--- config.mk ---
export PLATFORM = sky130hd
export DESIGN_NAME = keypad_scanner
export DESIGN_NICKNAME = d
export VERILOG_FILES = /design/src/rtl/keypad_scanner.sv
export SDC_FILE = /design/constraint.sdc
export NUM_CORES = 1
export LEC_CHECK = 0
export BUFFER_PORTS_ARGS = -buffer_cell sky130_fd_sc_hd__buf_2
export CAP_MARGIN = 25
export CORE_MARGIN = 2
export CORE_UTILIZATION = 67
export CTS_BUF_LIST = sky130_fd_sc_hd__clkbuf_4
export DETAILED_ROUTE_END_ITERATION = 8
export GPL_TIMING_DRIVEN = 1
export PLACE_DENSITY = 0.87
export SYNTH_ARGS = -nofsm -noshare
export SYNTH_HDL_FRONTEND = slang
export SYNTH_SLANG_ARGS = --single-unit
--- constraint.sdc ---
create_clock -name clock -period 7.8 [get_ports clock]
set_input_delay 1.17 -clock clock [delete_from_list [all_inputs] [get_ports clock]]
set_output_delay 1.17 -clock clock [all_outputs]
set_load 0.03 [all_outputs]
--- src/rtl/keypad_scanner.sv ---
// rtl/keypad_scanner.sv - 4x4 matrix keypad column scanner with row synchronizer and scan-level debounce
// Optional feature macro: KEYPAD_HOLD_LAST_EN (key_val keeps the last accepted code after release)
module keypad_scanner #(
    parameter int SCAN_TICKS     = 100000,
    parameter int DEBOUNCE_SCANS = 4
) (
    input  logic       clock,
    input  logic       reset,
    input  logic [3:0] row,
    output logic [3:0] col,
    output logic [3:0] key_val,
    output logic       key_down,
    output logic       key_press
);

    localparam int SW = $clog2(SCAN_TICKS);
    localparam int DW = $clog2(DEBOUNCE_SCANS + 1);
    localparam logic [SW-1:0] SLOT_LAST = SW'(SCAN_TICKS - 1);
    localparam logic [DW-1:0] DEB_MAX   = DW'(DEBOUNCE_SCANS);

    typedef enum logic [1:0] {COL0, COL1, COL2, COL3} state_t;

    state_t        state, state_next;
    logic [3:0]    col_next;
    logic [SW-1:0] slot;
    logic          slot_end;
    logic [3:0]    row_meta, row_sync;
    logic [3:0]    row_low;
    logic [1:0]    hit_row;
    logic          hit;
    logic          scan_hit;
    logic [3:0]    scan_code;
    logic [4:0]    cand, prev_cand, stable;
    logic [DW-1:0] deb, deb_next;

    function automatic logic [3:0] map_key(input logic [1:0] r, input logic [1:0] c);
        logic [3:0] code;
        case ({r, c})
            4'h0: code = 4'h1;  4'h1: code = 4'h2;  4'h2: code = 4'h3;  4'h3: code = 4'hA;
            4'h4: code = 4'h4;  4'h5: code = 4'h5;  4'h6: code = 4'h6;  4'h7: code = 4'hB;
            4'h8: code = 4'h7;  4'h9: code = 4'h8;  4'hA: code = 4'h9;  4'hB: code = 4'hC;
            4'hC: code = 4'h0;  4'hD: code = 4'hF;  4'hE: code = 4'hE;  default: code = 4'hD;
        endcase
        return code;
    endfunction

    assign slot_end = (slot == SLOT_LAST);

    always_comb begin
        state_next = state;
        col_next   = col;
        if (slot_end) begin
            case (state)
                COL0:    begin state_next = COL1; col_next = 4'b1101; end
                COL1:    begin state_next = COL2; col_next = 4'b1011; end
                COL2:    begin state_next = COL3; col_next = 4'b0111; end
                default: begin state_next = COL0; col_next = 4'b1110; end
            endcase
        end
    end

    // Lowest-index low row wins within the currently driven column
    assign row_low = ~row_sync;
    assign hit     = |row_low;

    always_comb begin
        hit_row = 2'd0;
        for (int i = 3; i >= 0; i--) begin
            if (row_low[i]) hit_row = 2'(i);
        end
    end

    // Candidate encoding: {valid, code}; "none" is all zeros so equality compares stay simple
    always_comb begin
        cand = 5'b0;
        if (scan_hit)  cand = {1'b1, scan_code};
        else if (hit)  cand = {1'b1, map_key(hit_row, state)};
    end

    always_comb begin
        deb_next = DW'(1);
        if (cand == prev_cand) deb_next = (deb == DEB_MAX) ? deb : deb + DW'(1);
    end

    always_ff @(posedge clock or posedge reset) begin
        if (reset) begin
            state    <= COL0;
            col      <= 4'b1110;
            slot     <= '0;
            row_meta <= 4'hF;
            row_sync <= 4'hF;
        end else begin
            state    <= state_next;
            col      <= col_next;
            slot     <= slot_end ? '0 : slot + SW'(1);
            row_meta <= row;
            row_sync <= row_meta;
        end
    end

    always_ff @(posedge clock or posedge reset) begin
        if (reset) begin
            scan_hit  <= 1'b0;
            scan_code <= 4'h0;
            prev_cand <= 5'b0;
            stable    <= 5'b0;
            deb       <= '0;
            key_val   <= 4'hF;
            key_down  <= 1'b0;
            key_press <= 1'b0;
        end else begin
            key_press <= 1'b0;
            if (slot_end) begin
                if (state == COL3) begin
                    scan_hit  <= 1'b0;
                    scan_code <= 4'h0;
                    prev_cand <= cand;
                    deb       <= deb_next;
                    if (deb_next == DEB_MAX && cand != stable) begin
                        stable <= cand;
                        if (cand[4]) begin
                            key_val   <= cand[3:0];
                            key_down  <= 1'b1;
                            key_press <= 1'b1;
                        end else begin
                            key_down <= 1'b0;
`ifdef KEYPAD_HOLD_LAST_EN
                            key_val  <= key_val;
`else
                            key_val  <= 4'hF;
`endif
                        end
                    end
                end else begin
                    scan_hit  <= cand[4];
                    scan_code <= cand[3:0];
                end
            end
        end
    end

endmodule

After elaboration in Yosys (flattened, before gate mapping) --
Memory sizes are Yosys's and may differ from the RTL's. Index checks and enable logic that the tools add are counted.
Word-level totals: bits in latches 0, word-level logic and storage cells 48, register bits 55, bits in writable memories 0, memory bits (read-only) 64, output and inout port bits 10, memories kept 1, input bits 6
Memory list:
- (name not given) | depth 16, bits a word 4, rd ports 1, clocked after memory_dff 0, write ports 0, line 38 | case ({r, c})
Operators by class: shift operators 0, bitwise gates (word level) 1, magnitude comparators 0, div/mod/pow operators 0, muxes and demuxes 18, $add $sub $neg 2, eq/ne operators 8, $mul 0, reduce and logical (&&, ||, !) cells 5
Operator list (count):
- adder 17 x 1 -> 17 bit (second input constant) | 1
- equality test 17 bit (second input constant) | 1
- two-way mux 17 bit | 1
- case mux 4 bit (3 select lines) | 1
- two-way mux 5 bit | 2
- two-way mux 2 bit | 4
- two-way mux 4 bit | 2
- equality test 3 bit (second input constant) | 2
- two-way mux 3 bit | 2
- case mux 2 bit (3 select lines) | 1
- equality test 5 bit | 1
- two-way mux 1 bit | 5
- inequality test 5 bit | 1
- equality test 2 bit (second input constant) | 2
- NOT 4 bit | 1
- OR reduction 4 bit | 1
- adder 3 x 1 -> 3 bit (second input constant) | 1
- AND reduction 3 bit | 1
- equality test 2 x 1 -> 1 bit (second input constant) | 1
- zero test 2 bit | 1
- AND reduction 2 bit | 1
- logical AND 1 bit | 1

Logic depth before layout (Yosys ltp) --
Gate-level depths: netlist of the first run. An unclocked memory read counts as a cell.
depth after elaboration 15, mapped depth 11, depth with buffers taken out 10

Worst setup path before layout of the first run --
Ideal clock, no wire load.
kind flip-flop to flip-flop, start reg state[0], end reg stable[3], setup time 125 ps, path buffers 1, data arrival time 2661 ps, slack 5014 ps, data required time 7675 ps, cell stages (with the launch flop) 11, clock period less this slack 2786 ps, cells stage by stage dfrtp_1 inv_1 ha_1 a221o_1 a32oi_1 xor2_1 nand4_1 nor4bb_1 buf_2 nand2_4 mux2_4
On the way: longest elaborated chain between the ends 8, elaborated cells between the ends (all ways) 10, those cells by class eq/ne: 4; mux: 3; reduce/logical: 2; memory: 1
RTL lines:
- start, declared | line 23 | state_t state, state_next;
- start signal, assigned | line 93 | state <= state_next;
- memory read (16 x 4 bit)
- two-way mux 5 bit | line 77 | else if (hit) cand = {1'b1, map_key(hit_row, state)};
- two-way mux 5 bit | line 76 | if (scan_hit) cand = {1'b1, scan_code};
- equality test 5 bit | line 82 | if (cand == prev_cand) deb_next = (deb == DEB_MAX) ? deb : deb + DW'(1);
- two-way mux 3 bit | line 82
- equality test 3 bit | line 119 | if (deb_next == DEB_MAX && cand != stable) begin
- logical AND 1 bit | line 119
- AND reduction 3 bit (no source line)
- end signal, assigned | line 120 | stable <= cand;
- end, declared | line 33 | logic [4:0] cand, prev_cand, stable;
Several ways; a longest one is shown, not always the timed one. A chain may end at the register's enable or synchronous reset.

Worst setup path after layout of the first run --
Same ends and word-level chain as after synthesis.

==> key figures, run 1 <==
Power and ir drop
  • Clk pwr share: 0.281
  • Sw Share: 0.224
  • Total power: 422 uW
  • Maximum VDD drop: 0.000129 V
  • Combinational power share: 0.043
  • Static leakage: 1.31 nW
  • Internal power: 328 uW
  • Sequential Power Share: 0.676
  • PD cells: 150 mW/mm2
  • Switch Pwr: 94.5 uW

Routing
  • Wire per inst: 13.8 um
  • Vias after detailed routing: 1727
  • Antenna viol nets, final: 0
  • DRC errors left: 0
  • Starting DRT DRC Count: 141
  • DR pass1 iterations: 4
  • Post-DR vias/cell: 5.55
  • Total Routed Length: about 4300 um

GRT
  • First-pass GRT wire length: 7350 um
  • Initial antenna violation count: 0
  • Pin count of the biggest net entering global routing: 45
  • GR Overflow Total: 0
  • Total track usage: 0.222
  • Vias in the first global route: between 1500 and 2000

Die
  • IO Pins: 16
  • Full die area: 0.00444 mm2
  • Die Span Y: 66.6 um
  • Die width: approximately 67 um
  • Initial Utilization: 0.707
  • Core area: roughly 0.0037 mm2
  • Row count: 22

Logic synthesis
  • Warning count from the yosys run: 0
  • Share of synthesized registers carrying an async set or reset: 1.00
  • #FFs+latches synth: 54
  • EDFF count, synth: 0
  • Top cells by count, synth: dfrtp_1 (39), nand2_1 (26), nor2_1 (23), xnor2_1 (18), dfstp_2 (15)
  • Most area-hungry cell type in the Yosys netlist: dfrtp_1
  • Mapped Avg Cell Area: 10.7 um2
  • Seq/Total Area, Yosys: 0.522
  • Synth top area cells: dfrtp_1 (37%), dfstp_2 (15%), xnor2_1 (6.0%)
  • Syn Inst Count: roughly 250
  • Count leader, synth: dfrtp_1
  • Yosys cell types: 48
  • Syn_nets: between 200 and 300
  • Area fraction of the dominant cell type after synthesis: 0.372
  • Synth Flop Type: dfrtp_1
  • Syn Std Cell Area: 0.00263 mm2

Min path
  • WHS Endpoint: row_sync[3]
  • Worst hold path type: flip-flop to flip-flop
  • Min-delay src: row_meta[3]
  • Worst Hold Depth: 0

Worst setup path
  • Crit path capture type: flip-flop
  • Critical path class: flip-flop to flip-flop
  • Reg-to-Reg Start: state[0]
  • Crit path DAT: 3650 ps
  • Worst-path maximum fanout: 6
  • Setup slack, reg-to-reg: 4420 ps
  • Reg2Reg Depth: 10
  • Crit start category: flip-flop
  • Req. time, crit path: 8070 ps
  • RR Endpoint: stable[3]

Clock network
  • Hold buffer count at cts: 0
  • Root Buffer: clkbuf_4
  • Worst skew pair latency: 370 ps
  • CTS tree: yes
  • H-tree lvl count: 2
  • CTS buffer count: 5
  • Longest Clk Path Bufs: 2
  • Post_cts resized: 0
  • Sink Count: 54
  • CTS clk-pin slew, worst paths: approximately 140 ps
  • Post-CTS Setup Inserts: 0

Job
  • Max Cap Violations: 0

Placement
  • PortBufs: 15
  • Placer congestion estimate: between 0.8 and 0.9
  • Detailed placement HPWL: about 3100 um
  • Pre-CTS setup slack: 4180 ps

STA
  • Setup repair after global routing missed its margin: false
  • Post-route setup TNS: 0 ps
  • Slew margin rel.: 0.629
  • Period minus WS final: ~3400 ps
  • Setup violations, final: 0
  • Worst-Margin Slew: approximately 560 ps
  • Final period utilization: 0.433
  • Final Max Tran Viols: 0
  • Clk_skew: 8.88 ps
  • Fin. Hold Viols: 0
  • FMAX: 0.296 GHz
  • Setup ws final: 4420 ps

Status
  • Status: completed

Layout
  • # fillers: 273
  • Layout cell share with drive strength beyond 1: 0.209
  • Layout net count: 278
  • Ant diodes: 0
  • Area Growth Syn to Fin: 6.96%
  • Util after Layout: 0.756
[how the worst max path moves through the flow]
stage                        start        end  slack [ps]  depth (start not counted)
after floorplan           state[0]  stable[3]        5010                         10
after global placement    state[0]  stable[3]        4340                          9
after detailed placement  state[0]  stable[3]        4180                          9
after CTS                 state[0]  stable[3]        4160                          9
after global routing      state[1]  stable[3]        4220                         10
final                     state[0]  stable[3]        4420                         10
[cell usage in the layout (no fill, tap or decap), types with 5 or more instances in the layout]
cell,n
o21ai_0,9
xor2_1,6
nand4_1,6
nand3_1,8
nand2_1,26
ha_1,10
dfstp_2,15
buf_2,15
xnor2_1,18
dfrtp_1,39
inv_1,12
a21oi_1,10
clkbuf_4,6
nor2_1,23
mux2i_1,5
[layer usage]
metal | GRT usage | up-vias | wire (um)
met5 | 0 | - | 0
met4 | 0.0536 | 0 | 43
met3 | 0.0507 | 5 | 172
met2 | 0.366 | 43 | 2060
met1 | 0.299 | 814 | 2020
li1 | - | 865 | -
[registers in the layout, indices dropped and copies added, names as in the netlist]
register and cells:
state 2, key_val 4, prev_cand 5, key_down 1, key_press 1, scan_code 4, scan_hit 1, row_meta 4
deb 3, col 4, slot 17, row_sync 4, stable 4
[cell families after synthesis]
group	count (synthesis)	synth area share
xor gates and xnor gates	24	0.0800
DFF	54	0.522
and+or+nand+nor	90	0.177
adders and majority gates	10	0.0476
AOI/OAI and AO/OA	33	0.0810
muxes	13	0.0591
buffers and inverters	22	0.0333
[critical path: stages (launching register included)]
cell	delay [ps]
dfrtp_1	450
inv_1	150
ha_1	360
a221o_1	330
a32oi_1	480
xor2_1	240
nand4_1	120
nor4bb_1	490
clkbuf_2	260
nand2_4	100
mux2_4	310
[power by group through the flow]
stage | clock network (mW) | registers [mW] | logic, mW
after global placement | 0 | 0.290 | 0.0167
after CTS | 0.122 | 0.286 | 0.0186
after floorplan | 0 | 0.290 | 0.0128
final | 0.119 | 0.286 | 0.0182
after global routing | 0.133 | 0.286 | 0.0208
after detailed placement | 0 | 0.291 | 0.0185
[metrics by stage]
stage               hold WS, ps  cells  instance area, um2
floorplan                   345    246                2630
global placement            346    301                2730
detailed placement          347    302                2750
CTS                         366    310                2800
global route                374    311                2810
finish                      365    311                2810
[area by class of cell]
type | instances | area (um2) | share of cell area
Sequential cell | 54 | 1370 | 0.488
Multi-Input combinational cell | 170 | 1170 | 0.416
Timing Repair Buffer | 18 | 108 | 0.0383
Tap cell | 48 | 60.1 | 0.0214
Inverter | 13 | 48.8 | 0.0174
Clock buffer | 6 | 45.0 | 0.0160
Clock inverter | 2 | 8.76 | 0.00312
No activity file was read; power rests on OpenSTA's default activity.
==> run 2, diff against run 1 <==
--- a/config.mk
+++ b/config.mk
@@ -8,11 +8,11 @@
 export BUFFER_PORTS_ARGS = -buffer_cell sky130_fd_sc_hd__buf_2
 export CAP_MARGIN = 25
 export CORE_MARGIN = 2
-export CORE_UTILIZATION = 67
+export CORE_UTILIZATION = 62
 export CTS_BUF_LIST = sky130_fd_sc_hd__clkbuf_4
 export DETAILED_ROUTE_END_ITERATION = 8
 export GPL_TIMING_DRIVEN = 1
-export PLACE_DENSITY = 0.87
+export PLACE_DENSITY = 0.81
 export SYNTH_ARGS = -nofsm -noshare
 export SYNTH_HDL_FRONTEND = slang
 export SYNTH_SLANG_ARGS = --single-unit
==> constraint.sdc (replaced) <==
create_clock -name clock -period 3.3 [get_ports clock]
set_input_delay 0.495 -clock clock [delete_from_list [all_inputs] [get_ports clock]]
set_output_delay 0.495 -clock clock [all_outputs]
set_load 0.03 [all_outputs]
==> run 2 against run 1 <==
Combinational power grew 140%. Clock-buffer cell count is the same. Final area grew 0.45%. Clock skew grew 1.6 ps. Critical path depth is the same. Clock power grew 140%. Core utilization shrank 5.6 points. Hold slack lost 340 ps. Die area grew 7.6%. Cell count grew 0.96%. Largest cell class unchanged. Largest power group unchanged. Highest routed layer unchanged.
==> key figures, run 2 (synthesis gave the netlist of run 1 again) <==
GRT
  • Vias in the first global route: 1676
  • First-pass GRT wire length: 7330 um
  • GR Overflow Total: 0
  • Initial antenna violation count: 0
  • Total track usage: 0.191
  • Pin count of the biggest net entering global routing: between 40 and 50

Status
  • Status: completed

Clock network
  • Longest Clk Path Bufs: 2
  • H-tree lvl count: 2
  • Sink Count: 54
  • Worst skew pair latency: 370 ps
  • CTS clk-pin slew, worst paths: 140 ps
  • Post_cts resized: 0
  • CTS buffer count: 5
  • CTS tree: yes
  • Hold buffer count at cts: 0
  • Post-CTS Setup Inserts: 0
  • Root Buffer: clkbuf_4

STA
  • Setup violations, final: 0
  • Period minus WS final: 2800 ps
  • Final period utilization: 0.848
  • Fin. Hold Viols: 0
  • Setup ws final: approximately 500 ps
  • Setup repair after global routing missed its margin: false
  • Post-route setup TNS: 0 ps
  • Final Max Tran Viols: 0
  • Clk_skew: 10.5 ps
  • Slew margin rel.: 0.735
  • Worst-Margin Slew: about 400 ps
  • FMAX: 0.357 GHz

Placement
  • Pre-CTS setup slack: approximately 530 ps
  • Detailed placement HPWL: about 3000 um
  • PortBufs: 15
  • Placer congestion estimate: 0.797

Die
  • Initial Utilization: 0.652
  • Die width: 69.1 um
  • Core area: 0.00403 mm2
  • Row count: 23
  • Full die area: between 0.004 and 0.005 mm2
  • IO Pins: 16
  • Die Span Y: 69.1 um

Power and ir drop
  • Static leakage: approximately 1.3 nW
  • Sequential Power Share: 0.674
  • Sw Share: 0.225
  • Combinational power share: 0.043
  • Clk pwr share: 0.283
  • Internal power: 776 uW
  • Maximum VDD drop: 0.000235 V
  • Switch Pwr: 225 uW
  • PD cells: 355 mW/mm2

Routing
  • DR pass1 iterations: 4
  • Vias after detailed routing: approximately 1700
  • Post-DR vias/cell: 5.50
  • Wire per inst: 13.5 um
  • Antenna viol nets, final: 0
  • DRC errors left: 0
  • Starting DRT DRC Count: between 60 and 70
  • Total Routed Length: 4230 um

Job
  • Max Cap Violations: 0

Layout
  • # fillers: about 320
  • Ant diodes: 0
  • Most frequent cells in the layout: dfrtp_1 (39), nand2_1 (26), nor2_1 (23)
  • Layout cell share with drive strength beyond 1: 0.212
  • Max reg flops: 17
  • Commonest non-fill, non-tap cell in the layout: dfrtp_1
  • Area Growth Syn to Fin: 7.43%
  • Layout net count: 279
  • Largest regs: slot: 17 flops, prev_cand: 5 flops
  • Largest Register: slot

Min path
  • Worst hold path type: input port to async pin

Worst setup path
  • Reg-to-Reg Start: state[0]
  • RR Endpoint: stable[3]
  • Reg2Reg Depth: 10
  • Crit start category: flip-flop
  • Critical path class: flip-flop to flip-flop
  • Critical Path Sink: stable[3]
  • Worst-path maximum fanout: 6
  • Worst Setup SP: state[0]
  • Crit path capture type: flip-flop
  • Crit path DAT: 3070 ps
  • Req. time, crit path: 3570 ps
  • Setup slack, reg-to-reg: 500 ps
run 2: per-layer routing:
metal / wire, um / share of wire / global-route usage / up-vias
li1: - / - / - / 867
met1: 2100 / 0.50 / 0.259 / 830
met2: 1940 / 0.46 / 0.300 / 25
met3: 122 / 0.029 / 0.0482 / 5
met4: 65 / 0.015 / 0.0654 / 0
met5: 0 / 0 / 0 / -
run 2: worst min path at each step:
stage | startpoint | endpoint | slack, ps | cells past startpoint
final | reset | slot[1] | 20 | 2
after global routing | reset | slot[11] | 3 | 2
after CTS | reset | slot[11] | 10 | 2
after detailed placement | row_meta[3] | row_sync[3] | 350 | 0
after global placement | row_meta[0] | row_sync[0] | 350 | 0
after floorplan | row_meta[0] | row_sync[0] | 350 | 0
run 2: area by class of cell:
cell class                 count  area (um2)  area share
tap                           50        62.6      0.0222
multi-input combinational    170        1170       0.414
sequential                    54        1370       0.486
clock buffer                   6        45.0      0.0160
clock inverter                 2        8.76     0.00310
timing repair buffer          19         118      0.0417
inverter                      13        48.8      0.0173
run 2: critical path, cell delays in order, from the launching register on:
cell and delay (ps):
dfrtp_1 440, inv_1 180, ha_1 300, a221o_1 320
a32oi_1 260, xor2_1 220, nand4_1 120, nor4bb_1 260
buf_4 190, nand2_4 100, mux2_4 310
run 2: power groups by stage:
| stage | clock [mW] | sequential, mW | combinational (mW) |
|---|---|---|---|
| 2_1_floorplan | 0 | 0.686 | 0.0302 |
| 3_3_place_gp | 0 | 0.687 | 0.0407 |
| 3_5_place_dp | 0 | 0.687 | 0.0442 |
| 4_1_cts | 0.297 | 0.675 | 0.0445 |
| 5_1_grt | 0.324 | 0.676 | 0.0494 |
| 6_report | 0.283 | 0.675 | 0.0432 |
run 2: metrics by stage:
stage	util	area (um2)	std cells	hold WS (ps)	total power, mW
3_5_place_dp	0.687	2770	306	347	0.731
3_3_place_gp	0.682	2750	305	345	0.727
2_1_floorplan	-	2630	246	345	0.716
5_1_grt	0.700	2820	314	2.86	1.05
6_report	0.700	2820	314	24.3	1.00
4_1_cts	0.700	2820	314	9.88	1.02
==> run 3, diff against run 2 <==
--- a/config.mk
+++ b/config.mk
@@ -5,14 +5,15 @@
 export SDC_FILE = /design/constraint.sdc
 export NUM_CORES = 1
 export LEC_CHECK = 0
+export ABC_AREA = 1
 export BUFFER_PORTS_ARGS = -buffer_cell sky130_fd_sc_hd__buf_2
 export CAP_MARGIN = 25
 export CORE_MARGIN = 2
-export CORE_UTILIZATION = 62
+export CORE_UTILIZATION = 57
 export CTS_BUF_LIST = sky130_fd_sc_hd__clkbuf_4
 export DETAILED_ROUTE_END_ITERATION = 8
 export GPL_TIMING_DRIVEN = 1
-export PLACE_DENSITY = 0.81
+export PLACE_DENSITY = 0.78
 export SYNTH_ARGS = -nofsm -noshare
 export SYNTH_HDL_FRONTEND = slang
 export SYNTH_SLANG_ARGS = --single-unit
==> constraint.sdc (replaced) <==
create_clock -name clock -period 2.4 [get_ports clock]
set_input_delay 0.36 -clock clock [delete_from_list [all_inputs] [get_ports clock]]
set_output_delay 0.36 -clock clock [all_outputs]
set_load 0.03 [all_outputs]
==> run 3 against run 2 <==
The run now ends with hold timing left. Wire length rose by 26%. Synthesized cell count grew 40%. Fmax is 22% higher. Sequential power increased by 37%. Sequential cell count did not move. Clock power rose by 77%. Clock-buffer cell count unchanged. Worst setup slack got worse by 390 ps. Register-to-register slack worse by 390 ps. Sequential share of layout area shrank 5.7 points.
==> key figures, run 3 <==
Routing
  • Antenna viol nets, final: 0
  • Total Routed Length: 5320 um
  • Wire per inst: 12.1 um
  • Post-DR vias/cell: between 5 and 6
  • Vias after detailed routing: 2252
  • DR pass1 iterations: 4
  • DRC errors left: 0
  • Starting DRT DRC Count: 145
  • Highest Signal Layer: met4
  • DR WL met2: 2550 um
  • Post-Route M1 WL: 2510 um
  • Met3 Wirelength: 196 um

Logic synthesis
  • #FFs+latches synth: 54
  • Seq/Total Area, Yosys: 0.476
  • Syn Std Cell Area: 0.00288 mm2
  • EDFF count, synth: 0
  • Synth Flop Type: dfrtp_1
  • Syn_nets: 360
  • Share of synthesized registers carrying an async set or reset: 1.00
  • Yosys cell types: 36
  • Syn Inst Count: 344
  • Warning count from the yosys run: 0
  • Synth top area cells: dfrtp_1 (34%), dfstp_2 (14%), nand2_1 (11%)
  • Top cells by count, synth: nand2_1 (85), inv_1 (53), dfrtp_1 (39), nor2_1 (28)
  • Most area-hungry cell type in the Yosys netlist: dfrtp_1
  • Count leader, synth: nand2_1
  • Area fraction of the dominant cell type after synthesis: 0.339
  • Mapped Avg Cell Area: 8.37 um2

STA
  • Final Max Tran Viols: 0
  • Final period utilization: 0.953
  • Worst-Margin Slew: 355 ps
  • Clk_skew: 17.2 ps
  • Setup violations, final: 0
  • Worst hold slack: -8.16 ps
  • Period minus WS final: 2290 ps
  • FMAX: 0.437 GHz
  • Fin. Hold Viols: 7
  • Slew margin rel.: 0.761

Worst setup path
  • Crit start category: flip-flop
  • Worst-path maximum fanout: 6
  • Worst Path Buf+Inv: 3
  • Crit path capture type: flip-flop
  • Crit-path max cell delay: 450 ps
  • CP delay by family, top: simple AND/OR/NAND/NOR gates
  • Crit path DAT: 2610 ps
  • Req. time, crit path: 2720 ps
  • Crit path depth: 14
  • Critical path class: flip-flop to flip-flop
  • Reg2Reg Depth: 14
  • CP cell instances: inv_2 -> ha_1 -> inv_1 -> nand3_1 -> a21oi_1 -> nand2_1 -> nand2_2 -> nand2_1 -> nand2_2 -> nand4_2 -> nor2_4 -> buf_4 -> a21oi_1 -> nor2_1
  • Slowest CP cell: dfrtp_1

Layout
  • Layout net count: 389
  • Commonest non-fill, non-tap cell in the layout: nand2_1
  • Max reg flops: 17
  • Largest Register: slot
  • Ant diodes: 0
  • Util after Layout: 0.667
  • Most frequent cells in the layout: nand2_1 (85), inv_1 (51), dfrtp_1 (39)
  • Largest regs: slot: 17 flops, prev_cand: 5 flops
  • Area Growth Syn to Fin: 10.9%
  • Layout cell share with drive strength beyond 1: 0.211

Status
  • Failing checks: hold timing
  • Status: finished with violations

Clock network
  • Root Buffer: clkbuf_4
  • CTS clk-pin slew, worst paths: 150 ps
  • Hold buffer count at cts: 0
  • CTS buffer count: 5
  • H-tree lvl count: 2
  • Longest Clk Path Bufs: 2
  • CTS tree: yes
  • Sink Count: 54
  • Worst skew pair latency: ~380 ps

Power and ir drop
  • Total power: between 1.5 and 2 mW
  • Static leakage: about 1.6 nW
  • PD cells: 472 mW/mm2
  • Maximum VDD drop: 0.000409 V

Die
  • Die width: about 75 um
  • Row count: 25
  • Initial Utilization: 0.602
  • Die Span Y: 75.1 um
  • Core area: 0.00479 mm2
  • IO Pins: 16
  • Full die area: between 0.005 and 0.006 mm2

Placement
  • PortBufs: 15
  • Detailed placement HPWL: 3940 um
  • Placer congestion estimate: approximately 0.85

GRT
  • Pin count of the biggest net entering global routing: 55
  • GR Overflow Total: 0
  • Total track usage: 0.211
  • Vias in the first global route: 2076
  • Initial antenna violation count: 0
  • First-pass GRT wire length: 9050 um

Min path
  • Worst hold path type: input port to async pin

Job
  • Max Cap Violations: 0
[run 3: changes by cell type in the layout (fill, tap and decap cells not counted), moves of 5 or more]
cell,before,now
o21ai_0,9,21
nand2_2,0,8
nand2_1,26,85
nor2_1,23,28
buf_4,3,9
nand3_1,8,21
inv_1,12,51
mux2i_1,5,0
xnor2_1,18,1
[run 3: final timing paths]
kind,slack [ps],end,from
worst max-delay path,110,key_val[3],state[0]
worst min-delay path,-8,slot[12],reset
worst max register to register,110,key_val[3],state[0]
worst min register to register,370,row_sync[3],row_meta[3]
max in group asynchronous,2100,key_val[0],reset
min in group clock,60,row_meta[3],row[3]
[run 3: what timing repair did]
action,4_1_cts,5_1_grt
gates resized for setup,0,1
buffers inserted,0,5
setup endpoints to repair,0,10
[run 3: where the power goes]
group	total [mW]	internal (mW)	switching, mW
combinational	0.0772	0.0241	0.0532
sequential	0.927	0.923	0.00413
clock	0.502	0.229	0.273
[run 3: area by class of cell]
class	count	area [um2]
Sequential cell	54	1370
Tap cell	67	83.8
Clock inverter	2	33.8
Multi-Input combinational cell	229	1270
Fill cell	395	1590
Clock buffer	6	45.0
Inverter	58	225
Timing Repair Buffer	25	163
[run 3: metrics by stage]
step                worst slack, ps  area, um2  TNS (ps)  hold WS, ps  cells
floorplan                       362       2880         0          345    344
detailed placement             84.4       3080         0          348    428
finish                          112       3190         0        -8.16    441
global placement                237       3080         0          346    428
CTS                            56.9       3160         0         1.14    436
global route                  -33.5       3190     -92.3         1.45    441
[run 3: per-layer routing]
layer / up-vias / global-route usage
met5: - / 0
li1: 1143 / -
met3: 6 / 0.0402
met1: 1064 / 0.285
met2: 39 / 0.346
met4: 0 / 0.0655
[run 3: logic make-up after synthesis]
| kind of cell | share of synthesized area |
|---|---|
| AOI/OAI and AO/OA | 0.0708 |
| and+or+nand+nor | 0.319 |
| xor gates and xnor gates | 0.00912 |
| buffers and inverters | 0.0821 |
| DFF | 0.476 |
| adders and majority gates | 0.0434 |
[run 3: worst register-to-register path: stages (launching register included)]
cell and delay, ps:
dfrtp_1 450, inv_2 90, ha_1 320, inv_1 70, nand3_1 70, a21oi_1 140, nand2_1 90, nand2_2 110
nand2_1 70, nand2_2 100, nand4_2 140, nor2_4 250, buf_4 160, a21oi_1 50, nor2_1 100
